==> src/rtl/mem_arbiter_if.sv <==
// mem_arbiter_if
//   Bundles the two requester handshakes and the data-memory pins that
//   mem_arbiter sits between. The arbiter connects through the slave
//   modport; the requesters and the memory model sit on the master side.
//
//   Port 0 / port 1 (x = 0, 1):
//     px_req    request, held until px_ack
//     px_we     write(1) / read(0), stable while px_req is high
//     px_addr   byte address, stable while px_req is high
//     px_wdata  write data, stable while px_req is high
//     px_ack    one-cycle completion pulse
//     px_err    error flag, valid with px_ack
//     px_rdata  read data, updated on a read ack, held otherwise
//   Memory side:
//     Mem_Addr, M_W_Data, Mem_Read, Mem_Write  registered memory controls
//     M_R_Data                                 combinational read data
//   Status:
//     busy      high whenever the arbiter is not idle
//     grant_id  port currently or last served
interface mem_arbiter_if #(
    parameter int ADDR_W = 6,
    parameter int DATA_W = 32
);
    logic              p0_req;
    logic              p0_we;
    logic [ADDR_W-1:0] p0_addr;
    logic [DATA_W-1:0] p0_wdata;
    logic              p0_ack;
    logic              p0_err;
    logic [DATA_W-1:0] p0_rdata;

    logic              p1_req;
    logic              p1_we;
    logic [ADDR_W-1:0] p1_addr;
    logic [DATA_W-1:0] p1_wdata;
    logic              p1_ack;
    logic              p1_err;
    logic [DATA_W-1:0] p1_rdata;

    logic [ADDR_W-1:0] Mem_Addr;
    logic [DATA_W-1:0] M_W_Data;
    logic              Mem_Read;
    logic              Mem_Write;
    logic [DATA_W-1:0] M_R_Data;

    logic              busy;
    logic              grant_id;

    modport master (
        output p0_req, p0_we, p0_addr, p0_wdata,
        input  p0_ack, p0_err, p0_rdata,
        output p1_req, p1_we, p1_addr, p1_wdata,
        input  p1_ack, p1_err, p1_rdata,
        input  Mem_Addr, M_W_Data, Mem_Read, Mem_Write,
        output M_R_Data,
        input  busy, grant_id
    );

    modport slave (
        input  p0_req, p0_we, p0_addr, p0_wdata,
        output p0_ack, p0_err, p0_rdata,
        input  p1_req, p1_we, p1_addr, p1_wdata,
        output p1_ack, p1_err, p1_rdata,
        output Mem_Addr, M_W_Data, Mem_Read, Mem_Write,
        input  M_R_Data,
        output busy, grant_id
    );
endinterface

==> src/rtl/mem_arbiter.sv <==
// mem_arbiter
//   Shares the data memory between port 0 (CPU load/store) and port 1
//   (debug/DMA loader). Round-robin arbitration in IDLE, one ACCESS cycle
//   with a single memory strobe, then one DONE cycle carrying the ack.
//   Request sampled in IDLE cycle N -> strobe in N+1 -> ack in N+2.
//
//   Ports:
//     CLK    clock, rising edge
//     Reset  asynchronous, active-high reset
//     bus    mem_arbiter_if.slave: both requester handshakes, memory pins,
//            busy and grant_id
//
//   Optional build macro MEM_ARB_ALIGN_CHK_EN: accesses with addr[1:0]!=0
//   or addr beyond MEM_BYTES-4 keep both strobes low, return rdata=0 and
//   raise err with the ack. Without it err is always 0 and every access is
//   issued to memory unchanged.
module mem_arbiter #(
    parameter int ADDR_W    = 6,
    parameter int DATA_W    = 32,
    parameter int MEM_BYTES = 32
) (
    input logic          CLK,
    input logic          Reset,
    mem_arbiter_if.slave bus
);

    typedef enum logic [1:0] {
        IDLE,
        ACCESS,
        DONE
    } state_t;

    state_t            state;
    logic              last_grant;
    logic              we_r;
    logic              err_r;

    logic              gnt_valid;
    logic              gnt_port;
    logic              gnt_we;
    logic              gnt_bad;
    logic [ADDR_W-1:0] gnt_addr;
    logic [DATA_W-1:0] gnt_wdata;

`ifdef MEM_ARB_ALIGN_CHK_EN
    localparam logic [ADDR_W-1:0] MAX_WORD_ADDR = ADDR_W'(MEM_BYTES - 4);
`endif

    // Winner selection: on a tie, the port that was not served last wins.
    always_comb begin
        gnt_valid = bus.p0_req | bus.p1_req;
        if (bus.p0_req && bus.p1_req) begin
            gnt_port = ~last_grant;
        end else begin
            gnt_port = bus.p1_req;
        end
        gnt_we    = gnt_port ? bus.p1_we    : bus.p0_we;
        gnt_addr  = gnt_port ? bus.p1_addr  : bus.p0_addr;
        gnt_wdata = gnt_port ? bus.p1_wdata : bus.p0_wdata;
`ifdef MEM_ARB_ALIGN_CHK_EN
        gnt_bad   = (gnt_addr[1:0] != 2'b00) || (gnt_addr > MAX_WORD_ADDR);
`else
        gnt_bad   = 1'b0;
`endif
    end

    always_ff @(posedge CLK or posedge Reset) begin
        if (Reset) begin
            state         <= IDLE;
            last_grant    <= 1'b1;
            we_r          <= 1'b0;
            err_r         <= 1'b0;
            bus.Mem_Addr  <= '0;
            bus.M_W_Data  <= '0;
            bus.Mem_Read  <= 1'b0;
            bus.Mem_Write <= 1'b0;
            bus.p0_ack    <= 1'b0;
            bus.p0_err    <= 1'b0;
            bus.p0_rdata  <= '0;
            bus.p1_ack    <= 1'b0;
            bus.p1_err    <= 1'b0;
            bus.p1_rdata  <= '0;
            bus.busy      <= 1'b0;
            bus.grant_id  <= 1'b0;
        end else begin
            case (state)
                IDLE: begin
                    if (gnt_valid) begin
                        bus.Mem_Addr  <= gnt_addr;
                        bus.M_W_Data  <= gnt_wdata;
                        we_r          <= gnt_we;
                        err_r         <= gnt_bad;
                        // Strobes are registered here so they are high
                        // for exactly the ACCESS cycle.
                        bus.Mem_Write <= gnt_we & ~gnt_bad;
                        bus.Mem_Read  <= ~gnt_we & ~gnt_bad;
                        bus.grant_id  <= gnt_port;
                        last_grant    <= gnt_port;
                        bus.busy      <= 1'b1;
                        state         <= ACCESS;
                    end
                end
                ACCESS: begin
                    bus.Mem_Read  <= 1'b0;
                    bus.Mem_Write <= 1'b0;
                    if (!we_r || err_r) begin
                        if (bus.grant_id) begin
                            bus.p1_rdata <= err_r ? '0 : bus.M_R_Data;
                        end else begin
                            bus.p0_rdata <= err_r ? '0 : bus.M_R_Data;
                        end
                    end
                    bus.p0_ack <= ~bus.grant_id;
                    bus.p1_ack <= bus.grant_id;
                    bus.p0_err <= ~bus.grant_id & err_r;
                    bus.p1_err <= bus.grant_id & err_r;
                    state      <= DONE;
                end
                DONE: begin
                    bus.p0_ack <= 1'b0;
                    bus.p1_ack <= 1'b0;
                    bus.p0_err <= 1'b0;
                    bus.p1_err <= 1'b0;
                    bus.busy   <= 1'b0;
                    state      <= IDLE;
                end
                default: begin
                    state <= IDLE;
                end
            endcase
        end
    end

endmodule

==> src/flat_wrapper.sv <==
// flat-port wrapper written by rule: the top's interface ports become plain ports
module mem_arbiter_flat 
#(
    parameter int ADDR_W    = 6,
    parameter int DATA_W    = 32,
    parameter int MEM_BYTES = 32
)
  (CLK, Reset, bus_p0_req, bus_p0_we, bus_p0_addr, bus_p0_wdata, bus_p0_ack, bus_p0_err, bus_p0_rdata, bus_p1_req, bus_p1_we, bus_p1_addr, bus_p1_wdata, bus_p1_ack, bus_p1_err, bus_p1_rdata, bus_Mem_Addr, bus_M_W_Data, bus_Mem_Read, bus_Mem_Write, bus_M_R_Data, bus_busy, bus_grant_id);
  mem_arbiter_if #(.ADDR_W(ADDR_W), .DATA_W(DATA_W)) bus_i ();
  input logic CLK;
  input logic Reset;
  input wire logic [$bits(bus_i.p0_req)-1:0] bus_p0_req;
  input wire logic [$bits(bus_i.p0_we)-1:0] bus_p0_we;
  input wire logic [$bits(bus_i.p0_addr)-1:0] bus_p0_addr;
  input wire logic [$bits(bus_i.p0_wdata)-1:0] bus_p0_wdata;
  output wire logic [$bits(bus_i.p0_ack)-1:0] bus_p0_ack;
  output wire logic [$bits(bus_i.p0_err)-1:0] bus_p0_err;
  output wire logic [$bits(bus_i.p0_rdata)-1:0] bus_p0_rdata;
  input wire logic [$bits(bus_i.p1_req)-1:0] bus_p1_req;
  input wire logic [$bits(bus_i.p1_we)-1:0] bus_p1_we;
  input wire logic [$bits(bus_i.p1_addr)-1:0] bus_p1_addr;
  input wire logic [$bits(bus_i.p1_wdata)-1:0] bus_p1_wdata;
  output wire logic [$bits(bus_i.p1_ack)-1:0] bus_p1_ack;
  output wire logic [$bits(bus_i.p1_err)-1:0] bus_p1_err;
  output wire logic [$bits(bus_i.p1_rdata)-1:0] bus_p1_rdata;
  output wire logic [$bits(bus_i.Mem_Addr)-1:0] bus_Mem_Addr;
  output wire logic [$bits(bus_i.M_W_Data)-1:0] bus_M_W_Data;
  output wire logic [$bits(bus_i.Mem_Read)-1:0] bus_Mem_Read;
  output wire logic [$bits(bus_i.Mem_Write)-1:0] bus_Mem_Write;
  input wire logic [$bits(bus_i.M_R_Data)-1:0] bus_M_R_Data;
  output wire logic [$bits(bus_i.busy)-1:0] bus_busy;
  output wire logic [$bits(bus_i.grant_id)-1:0] bus_grant_id;
  assign bus_i.p0_req = bus_p0_req;
  assign bus_i.p0_we = bus_p0_we;
  assign bus_i.p0_addr = bus_p0_addr;
  assign bus_i.p0_wdata = bus_p0_wdata;
  assign bus_p0_ack = bus_i.p0_ack;
  assign bus_p0_err = bus_i.p0_err;
  assign bus_p0_rdata = bus_i.p0_rdata;
  assign bus_i.p1_req = bus_p1_req;
  assign bus_i.p1_we = bus_p1_we;
  assign bus_i.p1_addr = bus_p1_addr;
  assign bus_i.p1_wdata = bus_p1_wdata;
  assign bus_p1_ack = bus_i.p1_ack;
  assign bus_p1_err = bus_i.p1_err;
  assign bus_p1_rdata = bus_i.p1_rdata;
  assign bus_Mem_Addr = bus_i.Mem_Addr;
  assign bus_M_W_Data = bus_i.M_W_Data;
  assign bus_Mem_Read = bus_i.Mem_Read;
  assign bus_Mem_Write = bus_i.Mem_Write;
  assign bus_i.M_R_Data = bus_M_R_Data;
  assign bus_busy = bus_i.busy;
  assign bus_grant_id = bus_i.grant_id;
  mem_arbiter #(.ADDR_W(ADDR_W), .DATA_W(DATA_W), .MEM_BYTES(MEM_BYTES)) u_core (.CLK(CLK), .Reset(Reset), .bus(bus_i));
endmodule
==> config.mk <==
export PLATFORM = sky130hd
export DESIGN_NAME = mem_arbiter_flat
export DESIGN_NICKNAME = d
export VERILOG_FILES = /design/src/rtl/mem_arbiter_if.sv /design/src/rtl/mem_arbiter.sv /design/src/flat_wrapper.sv
export SDC_FILE = /design/constraint.sdc
export NUM_CORES = 1
export LEC_CHECK = 0
export BUFFER_PORTS_ARGS = -buffer_cell sky130_fd_sc_hd__buf_2
export CELL_PAD_IN_SITES_DETAIL_PLACEMENT = 0
export CELL_PAD_IN_SITES_GLOBAL_PLACEMENT = 1
export CORE_MARGIN = 1
export CORE_UTILIZATION = 32
export CTS_CLUSTER_DIAMETER = 50
export DETAILED_ROUTE_END_ITERATION = 8
export HOLD_SLACK_MARGIN = 0.12
export PLACE_DENSITY = 0.84
export SKIP_CTS_REPAIR_TIMING = 1
export SYNTH_ARGS = -nofsm -noshare
export SYNTH_HDL_FRONTEND = slang
export SYNTH_SLANG_ARGS = --single-unit
==> constraint.sdc <==
create_clock -name CLK -period 2.91 [get_ports CLK]
set_input_delay 0.1455 -clock CLK [delete_from_list [all_inputs] [get_ports CLK]]
set_output_delay 0.1455 -clock CLK [all_outputs]
set_load 0.02 [all_outputs]
==> After elaboration in Yosys (flattened, before gate mapping) <==
Cells that the tools add are included.
{ "op_classes": {"n_eq_ne": 3, "mux": 15, "bitwise": 4, "n_reduce_logical": 12} }
{ "op_table": {"columns": ["cell", "count"], "rows": [
  ["32-bit two-way mux", 1],
  ["1-bit case mux with 2 select lines", 5],
  ["1-bit two-way mux", 6],
  ["6-bit two-way mux", 1],
  ["2-bit AND reduction", 3],
  ["3-bit AND reduction", 2],
  ["2-bit nonzero test", 3],
  ["2-bit case mux with 2 select lines", 1],
  ["1-bit inverter", 3],
  ["2-bit by 1-bit equality test with 1-bit output (second input constant)", 1],
  ["2-bit equality test (second input constant)", 1],
  ["2-bit logical NOT", 1],
  ["2-bit two-way mux", 1],
  ["2-bit by 1-bit != test with 1-bit output (second input constant)", 1],
  ["2-bit OR reduction", 1],
  ["1-bit logical AND", 1],
  ["1-bit logical NOT", 1],
  ["1-bit bitwise OR", 1]
]} }
{ "word_totals": {"ff_bits": 113, "word_cells": 48, "inputBits": 114, "output_inout_bits": 110} }

==> Logic depth before layout (Yosys ltp) <==
Gate-level depths: netlist (run 1).
{ "logic_depth": {"ltp_word": 6, "depth_mapped": 6, "mapped_depth_nobuf": 5} }

==> Worst setup path after synthesis (run 1) <==
No wires, ideal clock.
{ "synth_path": {"path_kind": "reg2reg", "from": "reg u_core.state[1]", "to": "reg u_core.bus.p0_rdata[10]", "path_slack_ns": 1.236, "synth_period_minus_slack_ns": 1.674, "t_arrival_ns": 1.549, "path_stages_with_launch": 6, "n_path_buf": 1, "t_required_ns": 2.785, "setup_ns": 0.125, "cell_sequence": "dfrtp_1 > inv_1 > ha_1 > nor3b_2 > buf_4 > mux2_2"} }
{ "synth_via": {"elab_chain_cells": 2} }
{ "synth_lines": {"columns": ["item", "line_no", "text"], "rows": [
  ["from (decl)", "mem_arbiter.sv:33", "state_t state;"],
  ["from (signal assigned)", "mem_arbiter.sv:69", "state <= IDLE;"],
  ["from (signal assigned)", "mem_arbiter.sv:100", "state <= ACCESS;"],
  ["from (signal assigned)", "mem_arbiter.sv:117", "state <= DONE;"],
  ["2-bit by 1-bit equality test with 1-bit output", "mem_arbiter.sv:86", "case (state)"],
  ["3-bit AND reduction (no line)", null, null],
  ["to (signal assigned)", "mem_arbiter.sv:110", "bus.p0_rdata <= err_r ? '0 : bus.M_R_Data;"],
  ["to (decl)", "mem_arbiter_if.sv:61", "output p0_ack, p0_err, p0_rdata,"]
]} }
Every way passes these cells.
A chain may end at the register's enable or synchronous reset.

==> Worst setup path in the final report (run 1) <==
{ "layout_path": {"from": "in bus_p0_req", "to": "reg u_core.bus.M_W_Data[8]"} }
{ "layout_via": {"elab_chain_cells": 3, "word_cells_on_any_way": 5, "classes_between": "mux: 2; bitwise: 1; reduce/logical: 2"} }
{ "layout_lines": {"columns": ["item", "line_no", "text"], "rows": [
  ["from (decl)", "flat_wrapper.sv:12", "input wire logic [$bits(bus_i.p0_req)-1:0] bus_p0_req;"],
  ["1-bit logical AND", "mem_arbiter.sv:52", "if (bus.p0_req && bus.p1_req) begin"],
  ["1-bit two-way mux", "mem_arbiter.sv:52", null],
  ["32-bit two-way mux", "mem_arbiter.sv:59", "gnt_wdata = gnt_port ? bus.p1_wdata : bus.p0_wdata;"],
  ["to (signal assigned)", "mem_arbiter.sv:90", "bus.M_W_Data <= gnt_wdata;"],
  ["to (decl)", "mem_arbiter_if.sv:64", "output Mem_Addr, M_W_Data, Mem_Read, Mem_Write,"]
]} }
Parallel ways exist; a longest one is shown, timed or not.

==> results of run 1 <==
[worst min-delay path, delay by kind of cell]
family	cells	cell delay, ps
AO/OA/AOI/OAI	1	120
multiplexers	1	50
buffers and inverters	1	80
[flip-flops by register name (all words and copies together) (netlist names)]
signal / cells
u_core.state: 2
u_core.bus.p0_rdata: 32
u_core.bus.p0_ack: 1
u_core.bus.p1_rdata: 32
u_core.bus.Mem_Write: 1
u_core.bus.p1_ack: 1
u_core.bus.grant_id: 1
u_core.last_grant: 1
u_core.bus.Mem_Read: 1
u_core.bus.Mem_Addr: 6
u_core.bus.M_W_Data: 32
u_core.bus.busy: 1
u_core.we_r: 1
[through the flow]
step / area [um2] / util (%) / total power, mW / setup slack (ps) / hold slack [ps]
final: 6890 / 49.2 / 7.42 / 762 / 76.6
after global routing: 6890 / 49.2 / 7.94 / 594 / 120
after CTS: 6220 / 44.4 / 7.42 / 960 / -99.5
after detailed placement: 5930 / 42.4 / 6.22 / 964 / 286
after global placement: 5930 / 42.4 / 6.08 / 1030 / 268
after floorplan: 4630 / - / 5.01 / 1240 / 215
[cell usage in the layout, fill, tap and decap left out, types with 3 or more instances in the layout]
cell type / synthesis / final
dfrtp_1: 111 / 111
clkbuf_16: 0 / 9
buf_4: 8 / 8
mux2_2: 65 / 65
nor2_1: 3 / 3
nand2_1: 40 / 40
dlygate4sd3_1: 0 / 67
o21ai_0: 41 / 41
mux2i_1: 39 / 39
buf_2: 3 / 221
inv_1: 4 / 3
clkinv_4: 0 / 3
ha_1: 5 / 5
[cell families (layout without fill, tap and decap cells)]
group | after synthesis | after routing | synth area share (%)
buffers and inverters | 24 | 316 | 2.84
and+or+nand+nor | 48 | 48 | 4.38
DFF | 112 | 112 | 60.6
adders and majority gates | 5 | 5 | 1.35
AOI/OAI and AO/OA | 50 | 50 | 6.00
muxes | 106 | 106 | 24.7
other | 1 | 2 | 0.0810
[per-layer routing]
layer | wire length [um] | share of wire (%) | up-vias
li1 | - | - | 1780
met1 | 4670 | 41 | 1669
met2 | 5690 | 50 | 149
met3 | 820 | 7.2 | 15
met4 | 214 | 1.9 | 0
met5 | 0 | 0 | -
[area by class of cell]
cell class | instances | area share (%)
clock buffers | 13 | 3.78
well taps | 180 | 3.27
flip-flops and latches | 112 | 40.7
clock inverters | 3 | 0.381
multi-input cells | 211 | 24.9
repair buffers | 296 | 26.7
inverters | 4 | 0.272
[worst max path at each step]
stage / slack [ps] / to / startpoint / cells after the start
final: 760 / u_core.bus.M_W_Data[8] / bus_p0_req / 7
after floorplan: 1240 / u_core.bus.p0_rdata[10] / u_core.state[1] / 5
after global placement: 1030 / u_core.bus.p0_rdata[12] / u_core.state[1] / 5
after CTS: 960 / u_core.bus.p0_rdata[8] / u_core.state[1] / 5
after detailed placement: 960 / u_core.bus.M_W_Data[30] / u_core.state[0] / 5
after global routing: 590 / u_core.bus.Mem_Addr[5] / bus_p0_req / 5
[power groups by stage]
stage / logic (mW) / registers (mW) / clock network [mW]
floorplan: 1.32 / 3.69 / 0
global placement: 3.33 / 2.75 / 0
detailed placement: 3.43 / 2.79 / 0
CTS: 3.42 / 2.77 / 1.23
global route: 3.78 / 2.87 / 1.29
finish: 3.48 / 2.75 / 1.19
==> results_dict.tcl, run 1 <==
set metrics [dict create \
    status "finished clean" \
    finalCritPeriodShare_pct 73.8 \
    netlist_area_um2 4630 \
    async_flop_share_pct 100 \
    fill_cells 1264 \
    r2r_slack_ps 910 \
    antenna_found_initial 0 \
    wl_per_cell_um 13.9 \
    critPathSlowestCell "dlygate4sd3_1" \
    dieWidth_um 122 \
    tightest_slew_ps 1140 \
    grt_util_met1_pct 17.3 \
    worstSkewPairLatency_ps 350 \
    gr-max-usage-layer "met2" \
    reg2reg_from "u_core.last_grant" \
    synth_seq_cells 112 \
    dp_cells 736 \
    reg2reg_depth 5 \
    htree_levels 3 \
    vias 3613 \
    port_buffers 221 \
    tns_ps 0 \
    grt.overflow.total 0 \
    grt_max_degree 55 \
    fin_crit_ps 2150 \
    avgSynthCellArea_um2 13.4 \
    insertedDiodeCount 0 \
    worst_setup_path_end_kind "flip-flop" \
    cts_tree "yes" \
    crit_fanout 25 \
    r2r-end "u_core.bus.M_W_Data[8]" \
    cts.sinks 112 \
    vdd_ir_drop_max_mv 0.473 \
    max_freq_mhz 466 \
    critical_path_class "in2reg" \
    whs_endpoint "u_core.bus.M_W_Data[1]" \
    start_kind "input port" \
    regArea_um2 2800 \
    synth.most_common_cell "dfrtp_1" \
    power.density_nw_per_um2 1080 \
    synth_seq_area_share_pct 60.6 \
    min_from "bus_p1_wdata[1]" \
    synth_warnings 0 \
    ant_nets 0 \
    rsz0062_at_grt "false" \
    post-dp-hpwl_mm 7.89 \
    path_clk_slew_ps 70 \
    swShare_pct 40.3 \
    p_leak_nw 3.39 \
    io_pins 224 \
    rows 43 \
    gp_routability_congestion 0.716 \
    grt_pass1_vias 3366 \
    synth_edf_count 0 \
    die_y_um 122 \
    seq_power_share_pct 37.1 \
    finalWirelength_mm 11.4 \
    slew_headroom_pct 24.0 \
    clockBufferDepth 2 \
    synth.top_cell.area_share_pct 60.0 \
    synth_ff_type "dfrtp_1" \
    grt_use_total_pct 14.6 \
    worstHoldPathType "in2reg" \
    cpMostUsedCell "dlygate4sd3_1" \
    p_switching_mw 2.99 \
    start_util_pct 33.1 \
    yosys-top-cells-count "111 x dfrtp_1, 65 x mux2_2, 41 x o21ai_0" \
    vias_per_cell 4.41 \
    drcViolationCount 0 \
    setup_viol 0 \
    max_cap_violations 0 \
    post_layout_nonfiller_instances 819 \
    drive_above_1_share_pct 49.1 \
    hold_viol_final 0 \
    global_route.usage.met3_pct 4.93 \
    p_int_mw 4.43 \
    slew_violations 0 \
    grt.met2_usage_pct 24.5 \
    syn-instance-count 346 \
    first_pass_iters 4 \
    combPwrFrac_pct 46.9 \
    nNetsFinal 753 \
    root_buffer "clkbuf_16" \
    fin_worst_skew_ps 8.57 \
    power_frac_clock_pct 16.0 \
    synthTopCellsByArea "dfrtp_1 60%, mux2_2 16%, mux2i_1 8.4%, o21ai_0 4.4%, nand2_1 3.2%" \
    die-area_um2 14900 \
    cts_buffers 9 \
    syn_to_final_growth_pct 48.9 \
    multiInputGateArea_um2 1720 \
    drtIter0Drc 115 \
    yosys.area.top_type "dfrtp_1" \
    cpLargestDelayFamily "buffers and inverters" \
    worstPathRequired_ps 3100 \
    crit_path_cell_trace "dlygate4sd3_1 > buf_2 > a21boi_4 > buf_4 > mux2i_1 > dlygate4sd3_1 > o21ai_0" \
    crit_arrival_ps 2340 \
    cp_slowest_stage_delay_ps 570 \
    path_buf_inv 4 \
    ys_types 27 \
    grt_pass1_wl_mm 16.6 \
    core_um2 14000 \
    hold_depth 3 \
]
Note: power is estimated with default switching activity, not from simulation.
==> inputs of run 2 (changes only) <==
- ABC_AREA: not set -> 1
- CORE_UTILIZATION: 32 -> 29
- PLACE_DENSITY: 0.84 -> 0.82
- clock period: 2.91 -> 1.7 ns (I/O delays scaled with it)
==> results_dict.tcl, run 2 <==
set metrics [dict create \
    status "finished clean" \
    start_kind "flip-flop" \
    wl_per_cell_um 13.2 \
    finalWirelength_mm 14.8 \
    worst_setup_path_end_kind "flip-flop" \
    die-area_um2 17000 \
    grt_use_total_pct 15.2 \
    yosys.area.top_type "dfrtp_1" \
    dp_cells 999 \
    drcViolationCount 0 \
    cts_tree "yes" \
    tns_ps 0 \
    insertedDiodeCount 0 \
    netlist_area_um2 4780 \
    gp_routability_congestion 0.773 \
    p_leak_nw 4.26 \
    max_cap_violations 0 \
    worstHoldPathType "in2reg" \
    async_flop_share_pct 100 \
    fill_cells 1522 \
    setup_viol 0 \
    synth.top_cell.area_share_pct 58.1 \
    cts_buffers 9 \
    path_buf_inv 2 \
    slew_violations 0 \
    vias_per_cell 4.22 \
    grt_pass1_vias 3981 \
    core_um2 16000 \
    rows 46 \
    start_util_pct 29.9 \
    vias 4750 \
    first_pass_iters 4 \
    layout_commonest_cell "nand2_1" \
    grt_max_degree 65 \
    post-dp-hpwl_mm 9.38 \
    synth_ff_type "dfrtp_1" \
    htree_levels 3 \
    path_clk_slew_ps 80 \
    ys_types 20 \
    synth_edf_count 0 \
    cts.sinks 112 \
    io_pins 224 \
    most-common-layout-cells "306 x nand2_1, 221 x buf_2, 111 x dlygate4sd3_1, 111 x dfrtp_1, 68 x o21ai_0" \
    critPathSlowestCell "dfrtp_1" \
    finalCritPeriodShare_pct 88.3 \
    critical_path_class "reg2reg" \
    crit_arrival_ps 1750 \
    port_buffers 221 \
    reg_top3 "u_core.bus.M_W_Data x32, u_core.bus.p0_rdata x32, u_core.bus.p1_rdata x32" \
    fin_crit_ps 1500 \
    drtIter0Drc 222 \
    vdd_ir_drop_max_mv 1.09 \
    clockBufferDepth 2 \
    power.density_nw_per_um2 1710 \
    root_buffer "clkbuf_16" \
    antenna_found_initial 0 \
    hold_viol_final 0 \
    cp_slowest_stage_delay_ps 390 \
    cpLargestDelayFamily "flip-flops" \
    rsz0062_at_grt "false" \
    crit_fanout 64 \
    worst_hold_slack_ps 153 \
    syn_to_final_growth_pct 59.3 \
    worstSkewPairLatency_ps 350 \
    synth.most_common_cell "nand2_1" \
    synth_seq_cells 112 \
    fin_worst_skew_ps 9.16 \
    fin_util_pct 47.6 \
    ant_nets 0 \
    worstPathRequired_ps 1950 \
    avgSynthCellArea_um2 8.24 \
    drive_above_1_share_pct 28.1 \
    syn-instance-count 580 \
    synthTopCellsByArea "dfrtp_1 58%, nand2_1 24%, o21ai_0 7.1%, inv_1 3.3%, buf_2 1.6%" \
    max_freq_mhz 666 \
    grt.overflow.total 0 \
    dieWidth_um 130 \
    synth_warnings 0 \
    yosys-top-cells-count "306 x nand2_1, 111 x dfrtp_1, 68 x o21ai_0" \
    slew_headroom_pct 55.9 \
    tightest_slew_ps 660 \
    grt_pass1_wl_mm 19.9 \
    die_y_um 130 \
    synth_seq_area_share_pct 58.7 \
    nNetsFinal 1024 \
    crit_path_cell_trace "inv_1 > ha_1 > nand3_2 > buf_12 > o21ai_0" \
    post_layout_nonfiller_instances 1126 \
]
## run 2: changes by cell type after synthesis, moves of 5 or more
| cell | change |
|---|---|
| mux2_2 | -65 |
| inv_1 | +38 |
| buf_2 | +12 |
| o21ai_0 | +27 |
| buf_4 | -5 |
| mux2i_1 | -39 |
| nand2_1 | +266 |
## run 2: per-stage QoR
step	setup slack (ps)	total power [mW]	instance area (um2)
2_1_floorplan	258	8.39	4790
3_3_place_gp	264	10.6	6190
3_5_place_dp	204	10.7	6190
4_1_cts	185	13.0	6500
5_1_grt	71.4	14.1	7610
6_report	198	13.0	7610
## run 2: layer usage
| layer | GRT usage (%) | vias up | part of all wire [%] |
|---|---|---|---|
| li1 | - | 2413 | - |
| met1 | 18.8 | 2139 | 43 |
| met2 | 24.1 | 187 | 47 |
| met3 | 6.31 | 11 | 9.3 |
| met4 | 4.67 | 0 | 1.1 |
| met5 | 0 | - | 0 |
## run 2: cell type report
| type | instances | area (um2) | area share (%) |
|---|---|---|---|
| sequential | 112 | 2800 | 36.8 |
| timing repair buffer | 343 | 2400 | 31.5 |
| multi-input combinational | 395 | 1660 | 21.8 |
| tap | 216 | 270 | 3.55 |
| clock buffer | 10 | 239 | 3.14 |
| inverter | 44 | 169 | 2.22 |
| clock inverter | 6 | 73.8 | 0.970 |
## run 2: final timing paths
| path | start | to | slack, ps | cells past startpoint |
|---|---|---|---|---|
| setup / recovery | u_core.state[1] | u_core.bus.p1_rdata[13] | 200 | 5 |
| hold / removal | bus_p1_req | u_core.bus.Mem_Read | 150 | 4 |
| hold reg to reg | u_core.bus.M_W_Data[3] | u_core.bus.M_W_Data[3] | 480 | 2 |
| setup reg to reg | u_core.state[1] | u_core.bus.p1_rdata[13] | 200 | 5 |
| min in group asynchronous | Reset | u_core.bus.p0_rdata[29] | 340 | 3 |
| max in group asynchronous | Reset | u_core.last_grant | 740 | 4 |
## run 2: worst reg2reg max path: stages, from the launching register on
cell and delay, ps:
dfrtp_1 390, inv_1 130, ha_1 270, nand3_2 130, buf_12 200, o21ai_0 280
## run 2: kinds of logic (layout without fill, tap and decap cells)
kind of cell / Yosys count / count (layout) / share of synthesized area (%)
buf+inv: 74 / 403 / 6.91
other cells: 1 / 2 / 0.0785
flops: 112 / 112 / 58.7
simple gates: 314 / 314 / 25.1
fa+ha+maj: 5 / 5 / 1.31
compound gates: 74 / 74 / 7.98
## run 2: power by group
group,internal [mW],switching (mW),leakage (nW)
Sequential,3.98,0.699,1.38
Clock,1.20,1.03,0.147
Combinational,2.14,3.98,2.73
==> inputs of run 3 (changes only) <==
--- a/config.mk
+++ b/config.mk
@@ -16,4 +16,5 @@
 export HOLD_SLACK_MARGIN = 0.12
 export PLACE_DENSITY = 0.82
+export RECOVER_POWER = 25
 export SKIP_CTS_REPAIR_TIMING = 1
 export SYNTH_ARGS = -nofsm -noshare
==> constraint.sdc (replaced) <==
create_clock -name CLK -period 1.7 [get_ports CLK]
set_input_delay 0.17 -clock CLK [delete_from_list [all_inputs] [get_ports CLK]]
set_output_delay 0.17 -clock CLK [all_outputs]
set_load 0.02 [all_outputs]
==> results_dict.tcl, run 3 (synthesis gave the netlist of run 2 again) <==
set metrics [dict create \
    port_buffers 221 \
    power.density_nw_per_um2 1880 \
    rows 46 \
    path_clk_slew_ps 70 \
    critPathSlowestCell "dfrtp_1" \
    post_layout_nonfiller_instances 1042 \
    syn_to_final_growth_pct 40.0 \
    grt.overflow.total 0 \
    power_mw 12.5 \
    p_switching_mw 5.53 \
    p_leak_nw 3.75 \
    worst_setup_path_end_kind "flip-flop" \
    vdd_ir_drop_max_mv 0.780 \
    die_y_um 130 \
    drive_above_1_share_pct 24.8 \
    drtIter0Drc 138 \
    tightest_slew_ps 629 \
    p_int_mw 7.02 \
    core_um2 16000 \
    vias 4360 \
    cts_buffers 9 \
    htree_levels 3 \
    start_kind "flip-flop" \
    combPwrFrac_pct 46.1 \
    cp_slowest_stage_delay_ps 400 \
    drcViolationCount 0 \
    seq_power_share_pct 37.4 \
    crit_fanout 22 \
    cts_tree "yes" \
    crit_arrival_ps 1790 \
    place_area_um2 6190 \
    worstHoldPathType "in2reg" \
    setup_viol 0 \
    worstPathRequired_ps 1980 \
    antenna_found_initial 0 \
    worstSkewPairLatency_ps 340 \
    layout_commonest_cell "nand2_1" \
    crit_path_cell_trace "inv_1 > ha_1 > o21ai_4 > inv_2 > buf_12 > nand2_1 > nand2_1" \
    grt_pass1_vias 3842 \
    status "finished clean" \
    dieWidth_um 130 \
    max_freq_mhz 662 \
    cpMostUsedCell "nand2_1" \
    io_pins 224 \
    root_buffer "clkbuf_16" \
    fin_crit_ps 1510 \
    reg2reg_depth 7 \
    post-dp-hpwl_mm 9.38 \
    grt_max_degree 65 \
    setup_ws_ps 188 \
    fin_worst_skew_ps 7.37 \
    hold_viol_final 0 \
    rsz0062_at_grt "false" \
    finalCritPeriodShare_pct 88.9 \
    reg_top3 "u_core.bus.M_W_Data x32, u_core.bus.p0_rdata x32, u_core.bus.p1_rdata x32" \
    wl_per_cell_um 12.5 \
    first_pass_iters 4 \
    hold_depth 3 \
    slew_violations 0 \
    dp_cells 999 \
    r2r_slack_ps 190 \
    max_cap_violations 0 \
    post-place-ws_ps 183 \
    grt_pass1_wl_mm 19.3 \
    swShare_pct 44.1 \
    cts.sinks 112 \
    grt_use_total_pct 14.8 \
    nNetsFinal 942 \
    gp_routability_congestion 0.778 \
    finalWirelength_mm 13.1 \
    ant_nets 0 \
    most-common-layout-cells "306 x nand2_1, 173 x buf_2, 111 x dfrtp_1" \
    fin_area_um2 6690 \
    slew_headroom_pct 58.0 \
    tns_ps 0 \
    power_frac_clock_pct 16.6 \
    critical_path_class "reg2reg" \
    insertedDiodeCount 0 \
    clockBufferDepth 2 \
    die-area_um2 17000 \
    vias_per_cell 4.18 \
    start_util_pct 29.9 \
]
## run 3: power by group through the flow
stage	registers, mW	logic, mW	clock network [mW]
CTS	4.68	5.97	2.17
floorplan	6.20	2.19	0
finish	4.69	5.78	2.08
detailed placement	4.68	5.99	0
global placement	4.67	5.90	0
global route	4.86	6.42	2.26
## run 3: worst paths after layout
path / startpoint / endpoint
max in group asynchronous: Reset / u_core.bus.p1_rdata[8]
min reg2reg: u_core.last_grant / u_core.last_grant
max: u_core.state[0] / u_core.bus.M_W_Data[21]
min in group asynchronous: Reset / u_core.bus.p0_rdata[29]
max reg2reg: u_core.state[0] / u_core.bus.M_W_Data[21]
min: bus_M_R_Data[14] / u_core.bus.p0_rdata[14]
## run 3: routing by layer
layer  wire length [um]  up-vias  global-route usage [%]
li1                   -     2249                       -
met1               5930     1921                    18.8
met2               5680      178                    23.1
met3               1260       12                    5.37
met4                193        0                    5.68
met5                  0        -                       0
## run 3: worst max-delay path, delay by kind of cell, from the launching register on
family          cells  cell delay, ps
fa+ha+maj           1             310
simple gates        2             120
buf+inv             3             510
flops               1             400
compound gates      1             110
## run 3: area by class of cell
type,instances,area (um2)
repair buffers,261,1500
clock inverters,3,43.8
clock buffers,11,243
flip-flops and latches,112,2800
well taps,216,270
multi-input cells,395,1660
fillers,1691,9310
inverters,44,169
## run 3: per-stage QoR
stage                     hold slack, ps  utilization (%)
final                                101             41.8
after global routing                 124             41.8
after CTS                          -89.4             40.5
after detailed placement             290             38.7
after global placement               284             38.7
after floorplan                      329                -
